==> config.mk <==
export PLATFORM = sky130hd
export DESIGN_NAME = tqvp_alu_cmd_queue
export DESIGN_NICKNAME = d
export VERILOG_FILES = /design/src/rtl/noclue_pkg.sv /design/src/rtl/alu_core.sv /design/src/rtl/sync_fifo.sv /design/src/rtl/tqvp_alu_cmd_queue.sv
export SDC_FILE = /design/constraint.sdc
export NUM_CORES = 1
export LEC_CHECK = 0
export BUFFER_PORTS_ARGS = -buffer_cell sky130_fd_sc_hd__buf_2
export CAP_MARGIN = 0
export CELL_PAD_IN_SITES_DETAIL_PLACEMENT = 0
export CELL_PAD_IN_SITES_GLOBAL_PLACEMENT = 1
export CORE_UTILIZATION = 46
export CTS_CLUSTER_DIAMETER = 40
export DETAILED_ROUTE_END_ITERATION = 8
export PLACE_DENSITY_LB_ADDON = 0.12
export SLEW_MARGIN = 20
export SYNTH_ARGS = -nofsm -noshare
export SYNTH_HDL_FRONTEND = slang
export SYNTH_SLANG_ARGS = --single-unit
==> constraint.sdc <==
create_clock -name clk -period 3.1 [get_ports clk]
set_input_delay 0 -clock clk [delete_from_list [all_inputs] [get_ports clk]]
set_output_delay 0 -clock clk [all_outputs]
set_load 0.02 [all_outputs]
==> src/rtl/noclue_pkg.sv <==
// Shared encodings for the ALU command-queue peripheral: op codes, register map, status bits.
package noclue_pkg;

  localparam logic [1:0] OP_ADD = 2'b00;
  localparam logic [1:0] OP_SUB = 2'b01;
  localparam logic [1:0] OP_AND = 2'b10;
  localparam logic [1:0] OP_OR  = 2'b11;

  localparam logic [3:0] ADDR_A    = 4'h0;
  localparam logic [3:0] ADDR_B    = 4'h1;
  localparam logic [3:0] ADDR_OPC  = 4'h2;
  localparam logic [3:0] ADDR_RES  = 4'h3;
  localparam logic [3:0] ADDR_STAT = 4'h4;
  localparam logic [3:0] ADDR_CNT  = 4'h5;

  localparam int ST_CMD_EMPTY = 0;
  localparam int ST_CMD_FULL  = 1;
  localparam int ST_RES_EMPTY = 2;
  localparam int ST_RES_FULL  = 3;
  localparam int ST_OVERFLOW  = 4;
  localparam int ST_UNDERFLOW = 5;

  typedef struct packed {
    logic [7:0] a;
    logic [7:0] b;
    logic [1:0] op;
  } cmd_t;

endpackage

==> src/rtl/alu_core.sv <==
// Combinational 4-op 8-bit ALU, results mod 256, no flags; zero latency.
module alu_core
  import noclue_pkg::*;
(
  input  logic [7:0] a,
  input  logic [7:0] b,
  input  logic [1:0] op,
  output logic [7:0] y
);

  always_comb begin
    y = 8'h00;
    unique case (op)
      OP_ADD: y = a + b;
      OP_SUB: y = a - b;
      OP_AND: y = a & b;
      OP_OR:  y = a | b;
      default: y = 8'h00;
    endcase
  end

endmodule

==> src/rtl/sync_fifo.sv <==
// Generic synchronous FIFO, head visible combinationally; push-when-full is only legal with a same-edge pop.
// Callers gate push/pop, so the FIFO itself never over- or under-runs.
module sync_fifo #(
  parameter int W     = 8,
  parameter int DEPTH = 4,
  parameter int CW    = 3
) (
  input  logic          clk,
  input  logic          rst_n,
  input  logic          push,
  input  logic [W-1:0]  push_dat,
  input  logic          pop,
  output logic [W-1:0]  head,
  output logic [CW-1:0] count,
  output logic          empty,
  output logic          full
);

  localparam int AW = $clog2(DEPTH);

  logic [W-1:0]  mem [DEPTH];
  logic [AW-1:0] wr_ptr;
  logic [AW-1:0] rd_ptr;

  always_ff @(posedge clk) begin
    if (push) mem[wr_ptr] <= push_dat;
  end

  // Power-of-two depth: pointers wrap by natural overflow.
  always_ff @(posedge clk or negedge rst_n) begin
    if (!rst_n) begin
      wr_ptr <= '0;
      rd_ptr <= '0;
      count  <= '0;
    end else begin
      if (push) wr_ptr <= wr_ptr + 1'b1;
      if (pop)  rd_ptr <= rd_ptr + 1'b1;
      unique case ({push, pop})
        2'b10:   count <= count + 1'b1;
        2'b01:   count <= count - 1'b1;
        default: count <= count;
      endcase
    end
  end

  assign head  = mem[rd_ptr];
  assign empty = (count == '0);
  assign full  = (count == CW'(DEPTH));

endmodule

==> src/rtl/tqvp_alu_cmd_queue.sv <==
// Register-mapped ALU front end: opcode writes queue {A,B,op}; one command per cycle issues into a result FIFO.
// A result is readable one edge after its command is queued; issue stalls only while the result FIFO is full and not popped.
module tqvp_alu_cmd_queue
  import noclue_pkg::*;
#(
  parameter int DEPTH = 4,
  parameter int CW    = 3
) (
  input  logic       clk,
  input  logic       rst_n,
  input  logic [7:0] ui_in,
  output logic [7:0] uo_out,
  input  logic [3:0] address,
  input  logic       data_write,
  input  logic [7:0] data_in,
  output logic [7:0] data_out
);

  logic [7:0]    reg_a, reg_b;
  logic          overflow, underflow;
  cmd_t          cmd_in, cmd_head;
  logic [CW-1:0] cmd_count, res_count;
  logic          cmd_empty, cmd_full, res_empty, res_full;
  logic [7:0]    res_head, alu_y;
  logic          wr_a, wr_b, wr_opc, wr_res, wr_stat;
  logic          res_pop, issue, push_ok, cmd_push;
  logic          unused_ok;

  assign uo_out    = 8'h00;
  assign unused_ok = &{1'b0, ui_in};

  assign wr_a    = data_write && (address == ADDR_A);
  assign wr_b    = data_write && (address == ADDR_B);
  assign wr_opc  = data_write && (address == ADDR_OPC);
  assign wr_res  = data_write && (address == ADDR_RES);
  assign wr_stat = data_write && (address == ADDR_STAT);

  // A pop frees a result slot on the same edge, so a full result FIFO can still accept an issue.
  assign res_pop  = wr_res && !res_empty;
  assign issue    = !cmd_empty && (!res_full || res_pop);
  assign push_ok  = !cmd_full || issue;
  assign cmd_push = wr_opc && push_ok;
  assign cmd_in   = '{a: reg_a, b: reg_b, op: data_in[1:0]};

  always_ff @(posedge clk or negedge rst_n) begin
    if (!rst_n) begin
      reg_a     <= 8'h00;
      reg_b     <= 8'h00;
      overflow  <= 1'b0;
      underflow <= 1'b0;
    end else begin
      if (wr_a) reg_a <= data_in;
      if (wr_b) reg_b <= data_in;
      // Set has priority over a same-edge clear.
      overflow  <= (overflow  && !wr_stat) || (wr_opc && !push_ok);
      underflow <= (underflow && !wr_stat) || (wr_res && res_empty);
    end
  end

  sync_fifo #(.W($bits(cmd_t)), .DEPTH(DEPTH), .CW(CW)) u_cmd_fifo (
    .clk      (clk),
    .rst_n    (rst_n),
    .push     (cmd_push),
    .push_dat (cmd_in),
    .pop      (issue),
    .head     (cmd_head),
    .count    (cmd_count),
    .empty    (cmd_empty),
    .full     (cmd_full)
  );

  alu_core u_alu (
    .a  (cmd_head.a),
    .b  (cmd_head.b),
    .op (cmd_head.op),
    .y  (alu_y)
  );

  sync_fifo #(.W(8), .DEPTH(DEPTH), .CW(CW)) u_res_fifo (
    .clk      (clk),
    .rst_n    (rst_n),
    .push     (issue),
    .push_dat (alu_y),
    .pop      (res_pop),
    .head     (res_head),
    .count    (res_count),
    .empty    (res_empty),
    .full     (res_full)
  );

  always_comb begin
    data_out = 8'h00;
    unique case (address)
      ADDR_A:    data_out = reg_a;
      ADDR_B:    data_out = reg_b;
      ADDR_OPC:  data_out = cmd_empty ? 8'h00 : {6'b0, cmd_head.op};
      ADDR_RES:  data_out = res_empty ? 8'h00 : res_head;
      ADDR_STAT: begin
        data_out[ST_CMD_EMPTY] = cmd_empty;
        data_out[ST_CMD_FULL]  = cmd_full;
        data_out[ST_RES_EMPTY] = res_empty;
        data_out[ST_RES_FULL]  = res_full;
        data_out[ST_OVERFLOW]  = overflow;
        data_out[ST_UNDERFLOW] = underflow;
      end
      ADDR_CNT:  data_out = {1'b0, cmd_count[2:0], 1'b0, res_count[2:0]};
      default:   data_out = 8'h00;
    endcase
  end

endmodule

==> metrics.yaml <==
status: "finished, violations left"
violations: "negative setup slack"
placed_area_mm2: 0.006815
hold_class: "input port to flop"
avgSynthCellArea_um2: 15.63
max_freq_ghz: 0.2928
synth.yosys.seq_area_share_pct: 62.59
nNetsFinal: 528
yosysWarningCount: 0
ant_nets: 0
maxCapViolCount: 0
crit_path_end_kind: "flop"
synth_cell_type_count: 50
routed_wl_mm: 13.10
vias: 3539
cts_made_buffers: 17
cts_htree_levels: 4
yosysTopAreaCellShare_pct: 49.82
setup_viol: 4
cts_sinks: 136
track_usage_pct: 20.26
synth-seq-cells: 136
grt-ovfl-total: 0
tns_ns: -1.259
cts.path.max_buffers: 2
drive_gt1_share_pct: 35.28
port-buffer-count: 22
initial_utilization_pct: 47.34
cts_root_buf: "clkbuf_16"
ys.flop_type: "edfxtp_1"
ios: 39
grt_max_degree: 33
dr.pass1.iters: 4
gp_congestion: 0.8448
clk_pin_slew_worst_paths_ns: 0.06
grt_pass1_wl_mm: 20.57
powerDensity_mw_per_mm2: 1215
tightestPinTransition_ns: 0.8752
rsz0062_at_grt: "true"
crit_arrival_ns: 3.56
drv_slew: 0
worst_slack_ns: -0.3150
clk-insertion-delay-late_ns: 0.41
die_y_um: 118.7
die_area_mm2: 0.01410
path_cells: "buf_6, mux4_2, buf_4, nor3_4, nor2_1, xnor2_1, ha_1, o21ai_1, a21oi_2, o41ai_4, xnor2_2, buf_4, nor4b_4, a2111oi_4"
hpwl_mm: 9.132
critPathMaxStageDelay_ns: 0.51
crit_required_ns: 3.24
drc: 0
synthToLayoutAreaGrowth_pct: 22.61
antenna_found_initial: 0
finClkSkew_ns: 0.009413
cp_common_cell: "buf_4"
n_fill_cell: 1067
synth.area.top_cells: "edfxtp_1, dfrtp_1, mux4_2"
final_area_mm2: 0.007686
relSlewSlack_pct: 41.52
totalPowerFinal_mw: 9.338
netlist_instances: 401
crit_fanout: 5
path_buf_inv: 3
worstSetupPathType: "flop to flop"
wl_per_cell_um: 19.50
hold_viol_final: 0
path_delay_family: "compound AO/OA/AOI/OAI gates"
ys_async_sr_fraction_pct: 23.53
fp.coreArea_mm2: 0.01324
n_antenna_cell: 0
drtIter0Drc: 355
fp.dieW_um: 118.7
finalCritPeriodShare_pct: 110.2
critPathLaunchType: "flop"
viasPerCell: 5.266
tritoncts: "yes"
grt_pass1_vias: 3661
layout_min_cycle_time_ns: 3.415
synth.largest_area_cell: "edfxtp_1"
synth_edf_count: 104
crit_slowest_cell: "mux4_2"
ir_drop_mv: 0.5160
rows: 42
syn_area_mm2: 0.006269
p_leak_nw: 2.905
## report_power, final
group | switching [mW] | internal, mW | total (mW)
clock | 0.756 | 1.10 | 1.86
sequential | 0.307 | 2.72 | 3.02
combinational | 2.27 | 2.19 | 4.46
total | 3.33 | 6.01 | 9.34
## path summary, 6_finish.rpt
kind	from	endpoint	slack [ns]	cells after the start
worst min register to register	underflow	underflow	0.51	2
worst max register to register	u_cmd_fifo.rd_ptr[0]	u_res_fifo.mem[2][7]	-0.31	14
worst max-delay path	u_cmd_fifo.rd_ptr[0]	u_res_fifo.mem[2][7]	-0.31	14
worst min-delay path	address[1]	underflow	0.04	3
min in group asynchronous	rst_n	u_res_fifo.wr_ptr[0]	0.20	2
max in group asynchronous	rst_n	u_cmd_fifo.rd_ptr[0]	2.34	2
## state kept, by name, summed over array words and instances, names as in the netlist, 3 cells and up
name              cells
reg_b                 8
u_res_fifo.count      3
u_res_fifo.mem       32
u_cmd_fifo.mem       72
reg_a                 8
u_cmd_fifo.count      3
## repair_timing
action / 4_1_cts / 5_1_grt
gates cloned: 0 / 0
pin swaps: 4 / 9
setup endpoints to repair: 20 / 20
endpoints found under the hold margin: 58 / 0
setup buffers: 3 / 5
hold buffers: 10 / 0
resized for setup: 8 / 31
## final cells by class
| cell class | instances | area, µm² | area share, % |
|---|---|---|---|
| clock inverter | 15 | 128.9 | 1.677 |
| multi-input combinational | 232 | 2349 | 30.56 |
| clock buffer | 17 | 425.4 | 5.535 |
| timing repair buffer | 78 | 570.5 | 7.423 |
| sequential | 136 | 3925 | 51.07 |
| tap | 176 | 220.2 | 2.865 |
| inverter | 18 | 67.56 | 0.8790 |
## cells by family after synthesis
group           after synthesis  synth area share, %
simple gates                 82                6.726
other cells                   1              0.05982
buf+inv                      40                3.154
mux                          51                13.79
fa+ha+maj                    26                5.389
flops                       136                62.59
compound gates               42                4.950
xor+xnor                     23                3.333
## worst reg2reg max path, delay by kind of cell (launching register included)
kind / cells / cell delay [ns]
mux: 1 / 0.51
fa+ha+maj: 1 / 0.29
simple gates: 3 / 0.55
compound gates: 4 / 0.64
buf+inv: 3 / 0.45
xor+xnor: 2 / 0.25
flops: 1 / 0.45
## layer usage
layer / wire, µm / GRT usage, %
met1: 5910 / 26.27
met3: 402 / 3.909
met2: 6589 / 33.95
met4: 201 / 7.358
met5: 0 / 0
## through the flow
step	worst slack, ns	utilization (%)	hold slack (ns)	instances
4_1_cts	-0.4030	56.83	0.01934	668
3_5_place_dp	-0.5650	51.46	0.1173	623
5_1_grt	-0.4984	58.04	0.04940	672
2_1_floorplan	-0.1685	-	-0.2956	408
6_report	-0.3150	58.04	0.03656	672
3_3_place_gp	-0.4172	51.46	0.1130	623
## cells in the mapped netlist, types with 2 or more instances
master and n:
a21oi_1 6, a222oi_1 3, a22oi_1 3, a31oi_1 4
and2_1 8, and3_1 2, buf_1 3, buf_2 2
buf_4 8, buf_6 2, clkbuf_1 7, dfrtp_1 32
edfxtp_1 104, fa_1 3, ha_1 19, inv_1 18
maj3_1 4, mux2_2 17, mux2i_1 8, mux4_1 2
mux4_2 24, nand2_1 28, nand2b_1 2, nand3_1 2
nor2_1 20, nor2b_1 4, nor3_1 5, nor3b_1 4
nor4b_1 2, o211ai_1 5, o21ai_0 9, o21ai_1 3
xnor2_1 16, xor2_1 6
## cells in the final DEF, fill, tap and decap left out, types with 3 or more instances in the layout
master / n
dlygate4sd3_1: 10
edfxtp_1: 104
buf_6: 4
mux4_2: 24
buf_2: 22
mux2i_1: 7
mux2_2: 17
a21oi_2: 3
a222oi_1: 3
clkinvlp_4: 3
xnor2_1: 14
o211ai_1: 5
ha_1: 16
nor3_1: 4
o21ai_0: 4
xor2_1: 5
nor2_1: 18
inv_2: 3
dfrtp_1: 31
clkinv_4: 4
o21ai_1: 4
clkbuf_16: 17
clkinv_2: 4
buf_4: 42
a21oi_1: 3
and2_1: 8
o21ai_2: 4
maj3_1: 4
inv_1: 15
a31oi_1: 4
nand2_1: 28
a22oi_1: 3
conb_1: 8
No activity file was read; power rests on OpenSTA's default activity.
